--- src/rtl/instruction_memory.sv ---
// Read-only instruction store for the single-cycle RV32I core.
// Combinational word fetch by byte address plus a registered out-of-range flag.
module instruction_memory #(
  parameter int unsigned DEPTH    = 64,
  parameter logic [31:0] NOP_WORD = 32'h00000013
) (
  input  logic        clk,
  input  logic        rst,
  input  logic [31:0] addr,
  output logic [31:0] inst,
  output logic        oob
);

  localparam logic [31:0] NOP_INSN = 32'h00000013;

  logic [31:0] wordAddr;
  logic        outOfRange;

  // Built-in program; every in-range word not listed is a canonical NOP.
  function automatic logic [31:0] romWord(input logic [31:0] idx);
    case (idx)
      32'd0:   romWord = 32'h00100093;
      32'd1:   romWord = 32'h00600113;
      32'd2:   romWord = 32'h00000193;
      32'd3:   romWord = 32'h10000213;
      32'd4:   romWord = 32'h001181B3;
      32'd5:   romWord = 32'h00108093;
      32'd6:   romWord = 32'hFE20CCE3;
      32'd7:   romWord = 32'h00322023;
      32'd37:  romWord = 32'h008000EF;
      32'd38:  romWord = 32'hDEADBEEF;
      32'd39:  romWord = 32'h01400293;
      default: romWord = NOP_INSN;
    endcase
  endfunction

  // Byte offset bits drop out of the shift, so misaligned fetches hit the containing word.
  always_comb begin
    wordAddr   = addr >> 2;
    outOfRange = (wordAddr >= 32'(DEPTH));
    inst       = outOfRange ? NOP_WORD : romWord(wordAddr);
  end

  always_ff @(posedge clk) begin
    if (rst)
      oob <= 1'b0;
    else
      oob <= outOfRange;
  end

endmodule

--- config.mk ---
export PLATFORM = sky130hd
export DESIGN_NAME = instruction_memory
export DESIGN_NICKNAME = d
export VERILOG_FILES = /design/src/rtl/instruction_memory.sv
export SDC_FILE = /design/constraint.sdc
export NUM_CORES = 1
export LEC_CHECK = 0
export BUFFER_PORTS_ARGS = -buffer_cell sky130_fd_sc_hd__buf_2
export CAP_MARGIN = 15
export CORE_MARGIN = 1.5
export CORE_UTILIZATION = 36
export CTS_CLUSTER_SIZE = 28
export DETAILED_ROUTE_END_ITERATION = 8
export PLACE_DENSITY_LB_ADDON = 0.08
export REMOVE_ABC_BUFFERS = 1
export SKIP_LAST_GASP = 1
export SLEW_MARGIN = 20
export SYNTH_ARGS = -nofsm -noshare
export SYNTH_HDL_FRONTEND = slang
export SYNTH_SLANG_ARGS = --single-unit
--- constraint.sdc ---
create_clock -name clk -period 4 [get_ports clk]
set_input_delay 0.8 -clock clk [delete_from_list [all_inputs] [get_ports clk]]
set_output_delay 0.8 -clock clk [all_outputs]
set_load 0.02 [all_outputs]
* Word-level counts from Yosys, hierarchy flattened
Cells that the tools add are included.
** Word-level totals
- Register bits after elaboration :: 1
- Input port bits :: 34
- Output and inout bits :: 33
- Logic and storage cells :: 15
** Cells by class
- Multiplexer cells :: 2
- Reduce and logical (&&, ||, !) cells :: 1
- Equality and inequality tests :: 10
- $lt $le $gt $ge :: 1
** Operators by type and width (count)
- 32-bit one-hot mux with 11 select lines :: 1
- 30-bit by 3-bit == test with 1-bit output (second input constant) :: 4
- 30-bit by 6-bit == test with 1-bit output (second input constant) :: 3
- 30-bit by 2-bit == test with 1-bit output (second input constant) :: 2
- 32-bit zero test :: 1
- 32-bit two-way mux :: 1
- 30-bit by 1-bit == test with 1-bit output (second input constant) :: 1
- 30-bit by 7-bit >= comparator with 1-bit output (second input constant) :: 1

* Depth between registers and ports, before layout
Gate-level depths: netlist of run 1.
- Depth in word-level cells :: 3
- Depth in mapped cells :: 5
- Depth with buffers taken out :: 3

* Worst setup path before layout of run 1
OpenSTA, ideal clock, no wires.
- Path kind :: input-to-output
- Start point :: in addr[12]
- End point :: out inst[18]
- Stages on the path :: 4
- Path slack :: 0.647 ns
- Buffers on the path :: 1
- Data arrival time :: 2.553 ns
- Data required time :: 3.200 ns
- Cells stage by stage :: nor4_4 -> nand3_2 -> nor4_1 -> buf_4
** Between the ends
- Cells in the longest elaborated chain, start to end :: 3
- Elaborated cells between the ends (all ways) :: 14
- Classes of those cells :: 1 x order compare; 10 x eq/ne; 2 x mux; 1 x reduce/logical
** RTL lines
- from (decl) :: line 9 : input logic [31:0] addr,
- branches (longest 2 deep; another with 30-bit by 7-bit >= comparator with 1-bit output)
- 32-bit two-way mux (*) :: line 41 : inst = outOfRange ? NOP_WORD : romWord(wordAddr);
- to (decl) :: line 10 : output logic [31:0] inst,
Every way passes the cells marked *.

* Worst setup path in the final report of run 1
- Start point :: in addr[12]
- End point :: out inst[19]
Same word-level chain as after synthesis.

==> results of run 1 <==
## worst min-delay path by stage
stage                      to  cells after the start  from  slack (ps)
2_1_floorplan  oob$_SDFF_PP0_                      1   rst         980
3_5_place_dp   oob$_SDFF_PP0_                      2   rst        1060
4_1_cts        oob$_SDFF_PP0_                      2   rst        1060
5_1_grt        oob$_SDFF_PP0_                      2   rst        1080
6_report       oob$_SDFF_PP0_                      2   rst        1060
3_3_place_gp   oob$_SDFF_PP0_                      2   rst        1060
## cell usage in the layout, fill, tap and decap left out, drive strengths merged, types with 2 or more instances in the layout
master / n
nor3: 10
xor2: 2
nor4: 13
nor4b: 3
o21ai: 3
xnor2: 2
mux2: 2
nand4: 2
nor2: 3
nand2: 5
buf: 63
a21oi: 2
nor2b: 2
conb: 2
nand2b: 2
## layout make-up
cell class              instances  area (um^2)  area share
inverters                       1        3.754    0.004710
repair buffers                 63        317.8      0.3987
well taps                      16        20.02     0.02512
multi-input cells              62        435.4      0.5463
flip-flops and latches          1        20.02     0.02512
## metal layers
layer	global-route usage	vias to the layer above	wire [um]
met2	0.3015	44	731
met1	0.1975	320	636
met4	0	0	0
met3	0.008333	0	155
li1	-	381	-
met5	0	-	0
## per-stage QoR
stage	power (uW)	area (um^2)
floorplan	31.55	459.2
global route	63.72	797.0
CTS	57.78	797.0
detailed placement	57.64	797.0
global placement	56.85	797.0
finish	57.77	797.0
## critical path: cells and delay by family
family	cells	cell delay (ps)
buffers and inverters	2	360
and+or+nand+nor	3	1140
## cells by family after synthesis
kind of cell	after synthesis
flip-flops	1
multiplexers	2
other	1
buffers and inverters	22
XOR/XNOR	4
AND/OR/NAND/NOR	45
AO/OA/AOI/OAI	9
## where the power goes
| part | internal [uW] | switching [uW] |
|---|---|---|
| registers | 10.7 | 0.101 |
| logic | 22.1 | 24.9 |
| clock network | 0 | 0 |
| total | 32.8 | 25.0 |
==> out/summary.md, run 1 <==
The flow ran to the end, and the final reports show no timing, DRC or antenna violations. For the worst slew margin relative to its limit, the log shows 0.6623. The pre-antenna-repair detailed-routing pass consisted of 4 iterations. The tools report the maximum VDD drop as 0.06330 mV. The async set or reset register ratio after synthesis was 0; the leakage power figure was 0.0004007 uW. For the finished layout, the period the worst path requires is 3111 ps. After detailed routing, the average wire length per cell comes to 10.65 um. After the flow finishes, the layout carries non-filler instances totaling 143. The pre-CTS setup slack was 868.1 ps; the number of failing setup endpoints in the final timing report was 0.

The fraction of the mapped netlist area in compound gates is 0.09766, and the number of placed instances with taps included is 143. Count of flip-flops with a built-in enable after synthesis: 0. The core region is 1524 um^2.

During synthesis, Yosys emitted a total of 0 warnings. The worst endpoint required time was 3200 ps; the adder-cell share of the synthesized area was 0. The run gives 745 as the total number of vias. The tightest min-delay check is of the in2reg type. Hold is met by 1061 ps.

After the first detailed-routing iteration, the DRC count stood at 10. The tools report the endpoint of the worst setup timing path as inst[19]. By area, the combinational part of the netlist is dominated by simple AND/OR/NAND/NOR gates.

The signed area change from the synthesized netlist to the final layout works out to 35.24%. The wire length of the first global-routing pass was 2428 um; the total wire length was 1523 um. In this run the worst setup path begins at addr[12]. Among all cell types in the netlist, the one instantiated most often is buf_4.

The flip-flop count of the largest register after layout was 1; the weighted congestion reported at the end of routability-driven placement was 0.7321. After synthesis, the cell types taking the most area are buf_4 17%, nor4_1 12%, nor3_1 8.5%. Data arrival time of the critical path: 2310 ps.

The largest registers in the layout are oob x1. The floorplan step set the die width to 43.46 um. Adding up every negative setup slack in the final design gives 0 ps. The proportion of synthesized area in mux cells came out at 0.03822.

The number of antenna violations at the first check in global routing is 0, and the maximum number of pins on one net before global-route repair is 21. The overall track demand over capacity in global routing was 0.1549; the remaining routing DRC violations was 0. In this run the post-CTS setup repair buffer count came out at 0. The run gives 163 as the layout net count.

Of all cell types, the one taking the most synthesized area is buf_4. For this run, the top clock speed supported by timing is 0.3214 GHz. The register ranked first by flip-flop count was oob. The per-instance average area after synthesis came out at 7.016 um^2. Dividing the detail-routed via count by the number of cells gives 5.210. In the synthesized netlist the dominant register cell turns out to be dfxtp_1. The total of max-cap violations was 0.

The total overflow left after global routing is 0. The tools report the utilization after layout as 0.5230. After legalization and detailed placement, the total HPWL measured 1187 um.

The tools report the standard-cell row count as 14. 0 antenna diodes ended up in the layout. The tools report the via count of the first global-routing pass as 582. Setup repair after global routing left no endpoint under its margin. The fraction of the mapped netlist area in simple logic gates came out at 0.5308. The number of different library cells used by synthesis comes to 32. The fraction of final layout cells sized beyond drive strength 1 works out to 0.5591. The tools report the final number of max-transition violations as 0. The share of the synthesized area in the top cell type works out to 0.1656. For the worst setup margin, the log shows 889.0 ps. The post-route antenna net violation count came out at 0. The ratio of final minimum period to clock period is 0.7778, and the clock transition time at the flip-flop clock pins of the worst setup and hold paths is 0 ps. The number of hold buffers added after cts came out at 0. Critical path class: in2out.

For the pin with the worst max-slew slack, the measured transition is 502.7 ps. The filler cell count is 160, and the starting density of the core is 0.3867. The flip-flop and latch count after synthesis is 1, and the number of buffer cells added on primary ports is 62. Synthesis handed over a netlist of 84 instances. Overall die area: 1889 um^2. The xor/xnor share of the synthesized area was 0.05945; the power density over cell area was 72.49 nW/um^2. STA classifies the critical path endpoint as a primary output. By count the netlist is led by 13 x buf_4, 11 x nor4_1, 10 x nor3_1. The number of gates resized after CTS was 0. The largest single stage delay on the critical path is 480 ps. For this design the top-level I/O count stands at 67.

Dominant cell type by count on the critical path: buf_2. The die is 43.46 um tall. Walking the worst path, the cells encountered are buf_2 > nor4_4 > nand3_2 > nor4_1 > buf_2. The highest net fanout along the worst path works out to 10.

The startpoint class of the critical path was a primary input. The logs give 0.03397 for the fraction of the yosys area taken by sequential cells and 589.3 um^2 for the cell area after synthesis. The number of failing hold endpoints at the final stage was 0. The slowest cell on the critical path is nor4_1.
No activity file was read; power rests on OpenSTA's default activity.
==> run 2, diff against run 1 <==
- CORE_UTILIZATION: 36 -> 30
- clock period: 4 -> 2.72 ns (I/O delays scaled with it)
==> run 2 against run 1 <==
- worst hold slack got worse by 250 ps
- cell area grew 4.9%
- core utilization shrank 5.4 points
- sequential cell count unchanged
- setup slack lost 610 ps
- sequential share of layout area shrank 0.12 points
- critical path depth increased by 1
- power up 49%
- critical path type unchanged
- critical endpoint is now inst[20]
==> out/summary.md, run 2 (synthesis results as in run 1) <==
The run finished with clean final reports. The run gives 0 (unchanged) as the number of failing setup endpoints in the final timing report. The count of buffer and inverter cells on the critical path was 3 (+1); the highest cell delay on the worst timing path was 370 ps (-110 ps). The worst endpoint required time is 2180 ps (-1020 ps), and the DRC violation total after the first TritonRoute iteration is 2 (-8). The flip-flop count of the largest register after layout came out at 1 (unchanged). oob holds more flip-flops than any other register. For the starting density of the core, the log shows 0.3305 (-0.05617). The overall overflow remaining after global route is 0 (unchanged), and the width of the die is 47.32 um (+8.9%). The post-route antenna net violation count came out at 0 (unchanged). The die height is 47.32 um (+8.9%). The weighted congestion reported at the end of routability-driven placement came out at 0.6851 (-6.4%).

The tools report the leakage power figure as 0.0004104 uW (+2.4%). The critical path is of the in2out type. In the final layout, the registers with the most flip-flops are oob x1.

The ratio of final minimum period to clock period is 0.8957, and the data arrival time of the critical path is 1890 ps (-420 ps). The startpoint class of the critical path was a primary input. Routed wirelength normalized by instance count: 10.27 um (-3.6%). The antenna diode count is 0 (unchanged), and the number of hold buffers added after cts is 0 (unchanged). The global-route met3 utilization is 0 (-0.008333). The tools report the total number of vias as 759 (+1.9%).

The signal on the critical path passes through buf_2 > nor4_4 > nand3_2 > buf_4 > nor4_1 > buf_2. The number of buffer cells added on primary ports was 62 (unchanged). After global routing, the most crowded layer is met2.

The run gives 86.19 uW (+49%) as the overall power of the completed layout. The maximum VDD drop is 0.09418 mV (+49%). The sum of negative setup slack is 0 ps (unchanged). For hold timing, the worst endpoint is oob$_SDFF_PP0_. In the layout the commonest cells are 62 x buf_2, 10 x nor3_1, 9 x nor4_1, 5 x nand2_1.

The family with the most delay on the worst path is simple AND/OR/NAND/NOR gates. The highest net fanout along the worst path is 6 (-4). The placed wire-length estimate came out at 1282 um (+8.0%). For the maximum number of pins on one net before global-route repair, the log shows 21 (unchanged). The total wire length was 1581 um (+3.8%); the clock transition time at the flip-flop clock pins of the worst setup and hold paths was 0 ps (unchanged). For the maximum achievable frequency, the log shows 0.4105 GHz. Relative to the synthesized area, the layout overhead comes to 41.83%. The number of failing hold endpoints at the final stage came out at 0 (unchanged). The tools report the number of antenna violations at the first check in global routing as 0 (unchanged).

The tools report the overall track demand over capacity in global routing as 0.1351 (-0.01976). The slowest stage of the critical path belongs to the cell nor4_4. The logs give 2366 um (-2.6%) for the wire length of the first global-routing pass and 0 (unchanged) for the total of max-cap violations. The overall die area was 2239 um^2 (+19%).

The run gives 0 (unchanged) as the final number of max-transition violations. The min-delay analysis places its worst path in the category in2reg. The dominant cell type by count on the critical path was buf_2. The number of iterations in the first detailed-routing pass came out at 4 (unchanged). Fraction of final layout cells sized beyond drive strength 1: 0.5814 (+0.02234). The global-route track usage on met1 was 0.1775 (-0.01997). Most common library cell in the layout ignoring fill and taps: buf_2. Power density over cell area: 103.1 nW/um^2 (+42%).

The via count of the first global-routing pass was 576 (-1.0%). The via count normalized by instance count is 4.929 (-5.4%). The worst hold path startpoint was rst. Setup repair after global routing left no endpoint under its margin. The hold-critical path depth came out at 2 (unchanged). The final period demand of the worst path was 2436 ps.

The number of placed I/O pins was 67 (unchanged); the standard cell core area was 1783 um^2 (+17%). Standard-cell row count: 15 (+1). STA classifies the critical path endpoint as a primary output. The remaining routing DRC violations is 0 (unchanged). For the layout net count, the log shows 165 (+1.2%). The global-route track usage on met2 was 0.2595 (-0.04203).
run 2: changes by cell type in the layout (fill, tap and decap cells not counted):
cell    change
buf_4       +2
nor4_1      -2
nor4_2      +2
run 2: through the flow:
| stage | area [um^2] | setup WS [ps] | hold slack (ps) | utilization | instances |
|---|---|---|---|---|---|
| final | 835.8 | 283.8 | 806.8 | 0.4688 | 154 |
| after global routing | 835.8 | 121.0 | 818.6 | 0.4688 | 154 |
| after CTS | 823.3 | 194.3 | 808.9 | 0.4618 | 154 |
| after detailed placement | 823.3 | 196.1 | 808.9 | 0.4618 | 154 |
| after global placement | 823.3 | 266.1 | 804.7 | 0.4618 | 154 |
| after floorplan | 459.2 | -2164 | 722.8 | - | 64 |
run 2: per-layer routing:
metal  wire, um  vias up
met3        150        0
met4          0        0
met2        756       42
met5          0        -
met1        674      332
li1           -      385
run 2: worst max-delay path by stage:
stage | start | to | slack, ps | depth (start not counted)
after floorplan | addr[20] | inst[10] | -2160 | 3
after global placement | addr[12] | inst[23] | 270 | 5
after detailed placement | addr[12] | inst[23] | 200 | 5
after CTS | addr[13] | inst[23] | 190 | 5
after global routing | addr[13] | inst[20] | 120 | 6
final | addr[12] | inst[20] | 280 | 6
run 2: area by class of cell:
| class | instances | area, um^2 |
|---|---|---|
| timing repair buffer | 65 | 332.8 |
| tap | 25 | 31.28 |
| sequential | 1 | 20.02 |
| inverter | 1 | 3.754 |
| multi-input combinational | 62 | 447.9 |
| fill | 191 | 947.2 |
run 2: power by group:
part	leakage (uW)	switching (uW)	internal, uW	total [uW]
registers	0.00000844	0.116	15.8	15.9
clock network	0	0	0	0
logic	0.000402	37.8	32.5	70.3
total	0.000410	37.9	48.3	86.2
run 2: repair_timing:
| action | 4_1_cts | 5_1_grt |
|---|---|---|
| setup buffers | 0 | 0 |
| gates resized for setup | 0 | 2 |
| endpoints found under the setup margin | 0 | 5 |
==> run 3, diff against run 2 <==
- REMOVE_ABC_BUFFERS: 1 -> default
==> run 3 against run 2 <==
- sequential cell count unchanged
- fmax fell by 4.2%
- sequential share of layout area about the same
==> out/summary.md, run 3 (synthesis results as in run 1) <==
The top cell types in the final layout, fill and taps aside, are 62 x buf_2, 10 x nor4_1, 9 x nor3_1, 5 x nand2_1. The tools report the sequential cell area in the final layout as 20.02 um^2 (unchanged). Via count of the first global-routing pass: 570 (-1.0%). The logs give 163 (-1.2%) for the layout net count and 0.3932 GHz (-4.2%) for the maximum achievable frequency.

The via count normalized by instance count is 4.743 (-3.8%). The number of buffer cells added on primary ports is 62 (unchanged), and the starting density of the core is 0.3305 (unchanged). The total wire length was 1650 um (+4.4%).

Walking the worst path, the cells encountered are buf_2 > nor4_4 > nand3_2 > nor4_1 > buf_2. The worst hold-check slack came out at 804.8 ps (-1.950 ps). The run gives 0.07333 mV (-22%) as the maximum VDD drop.

The area of combinational cells with multiple inputs is 446.7 um^2 (-0.28%). The run gives 2239 um^2 (unchanged) as the overall die area. The highest net fanout along the worst path is 10 (+4). Setup repair after global routing left no endpoint under its margin. The number of iterations in the first detailed-routing pass was 3 (-1). The total of max-cap violations came out at 0 (unchanged). For the leakage power figure, the log shows 0.0004008 uW (-2.3%). Broken down by cell family, the worst path's largest delay share belongs to simple AND/OR/NAND/NOR gates.

The worst endpoint required time was 2180 ps (about the same). The signed area change from the synthesized netlist to the final layout is 39.07%. The power density over cell area came out at 105.6 nW/um^2 (+2.4%). Ranked by flip-flop count, first place goes to oob.

The worst setup path is captured at a primary output. The most common library cell in the layout ignoring fill and taps is buf_2. The antenna diode count was 0 (unchanged); the utilization after layout was 0.4596 (-0.009123). Final period demand of the worst path: 2543 ps (+106.8 ps).

For the standard-cell row count, the log shows 15 (unchanged). The slowest cell on the critical path was nor4_1. The ratio of final minimum period to clock period is 0.9349 (+0.03925), and the weighted congestion reported at the end of routability-driven placement is 0.7691 (+12%).

The worst setup path is launched from a primary input. The run gives 3 (+1) as the DRC violation total after the first TritonRoute iteration. The largest registers in the layout are oob x1.

The path type of the worst min-delay path was in2reg. The post-route antenna net violation count was 0 (unchanged). The logs give 1320 um (+3.0%) for the placed wire-length estimate and 0 (unchanged) for the overall overflow remaining after global route.

Overall track demand over capacity in global routing: 0.1377 (+0.002529). Flip-flop count of the largest register after layout: 1 (unchanged). The data arrival time of the critical path is 2000 ps (+110 ps), and the filler cell count is 191 (unchanged).

The remaining routing DRC violations was 0 (unchanged); the fraction of final layout cells sized beyond drive strength 1 was 0.5748 (-0.006592). The width of the die works out to 47.32 um (unchanged). The worst setup path is of the in2out kind. The final number of max-transition violations was 0 (unchanged). The number of placed I/O pins was 67 (unchanged); the number of failing setup endpoints in the final timing report was 0 (unchanged). The routed wirelength normalized by instance count was 10.86 um (+5.7%).

The tools report the standard cell core area as 1783 um^2 (unchanged). Count of buffers added by post-CTS timing repair for setup: 0 (unchanged). The logs give 86.58 uW (+0.45%) for the overall power of the completed layout and 0 (unchanged) for the number of antenna violations at the first check in global routing. The die height was 47.32 um (unchanged). Among the stages of the critical path, the cell type that occurs most often is buf_2.

For the maximum number of pins on one net before global-route repair, the log shows 21 (unchanged). The sum of negative setup slack is 0 ps (unchanged). The total number of vias was 721 (-5.0%); the highest cell delay on the worst timing path was 440 ps (+70 ps). The run finished with clean final reports. The number of failing hold endpoints at the final stage was 0 (unchanged); the count of buffer and inverter cells on the critical path was 2 (-1).

For the wire length of the first global-routing pass, the log shows 2387 um (+0.89%). The clock transition time at the flip-flop clock pins of the worst setup and hold paths works out to 0 ps (unchanged).
-- run 3: path summary, 6_finish.rpt --
path  depth (start not counted)              to  startpoint  slack (ps)
min                           2  oob$_SDFF_PP0_         rst         800
max                           5        inst[19]    addr[12]         180
-- run 3: layer usage --
| metal | global-route usage | wire length (um) | vias to the layer above | share of wire |
|---|---|---|---|---|
| li1 | - | - | 382 | - |
| met1 | 0.1941 | 736 | 310 | 0.45 |
| met2 | 0.2459 | 812 | 29 | 0.49 |
| met3 | 0.003846 | 100 | 0 | 0.061 |
| met4 | 0 | 0 | 0 | 0 |
| met5 | 0 | 0 | - | 0 |
-- run 3: layout make-up --
| type | count | area share |
|---|---|---|
| Tap cell | 25 | 0.03817 |
| Timing Repair Buffer | 63 | 0.3878 |
| Sequential cell | 1 | 0.02443 |
| Inverter | 1 | 0.004580 |
| Multi-Input combinational cell | 62 | 0.5450 |
-- run 3: repair_timing --
item / in CTS / in global routing
hold buffers: 0 / 0
endpoints found under the setup margin: 0 / 3
resized for setup: 0 / 1
-- run 3: stage by stage --
| stage | worst slack, ps | cell area [um^2] | std cells |
|---|---|---|---|
| after floorplan | -120.6 | 598.1 | 85 |
| final | 177.1 | 819.5 | 152 |
| after global placement | 203.2 | 813.3 | 152 |
| after CTS | 139.8 | 813.3 | 152 |
| after detailed placement | 142.8 | 813.3 | 152 |
| after global routing | 11.56 | 819.5 | 152 |
-- run 3: power breakdown --
group          total, uW  switching [uW]  internal, uW
combinational       70.6            38.1          32.5
clock                  0               0             0
sequential          15.9           0.183          15.8
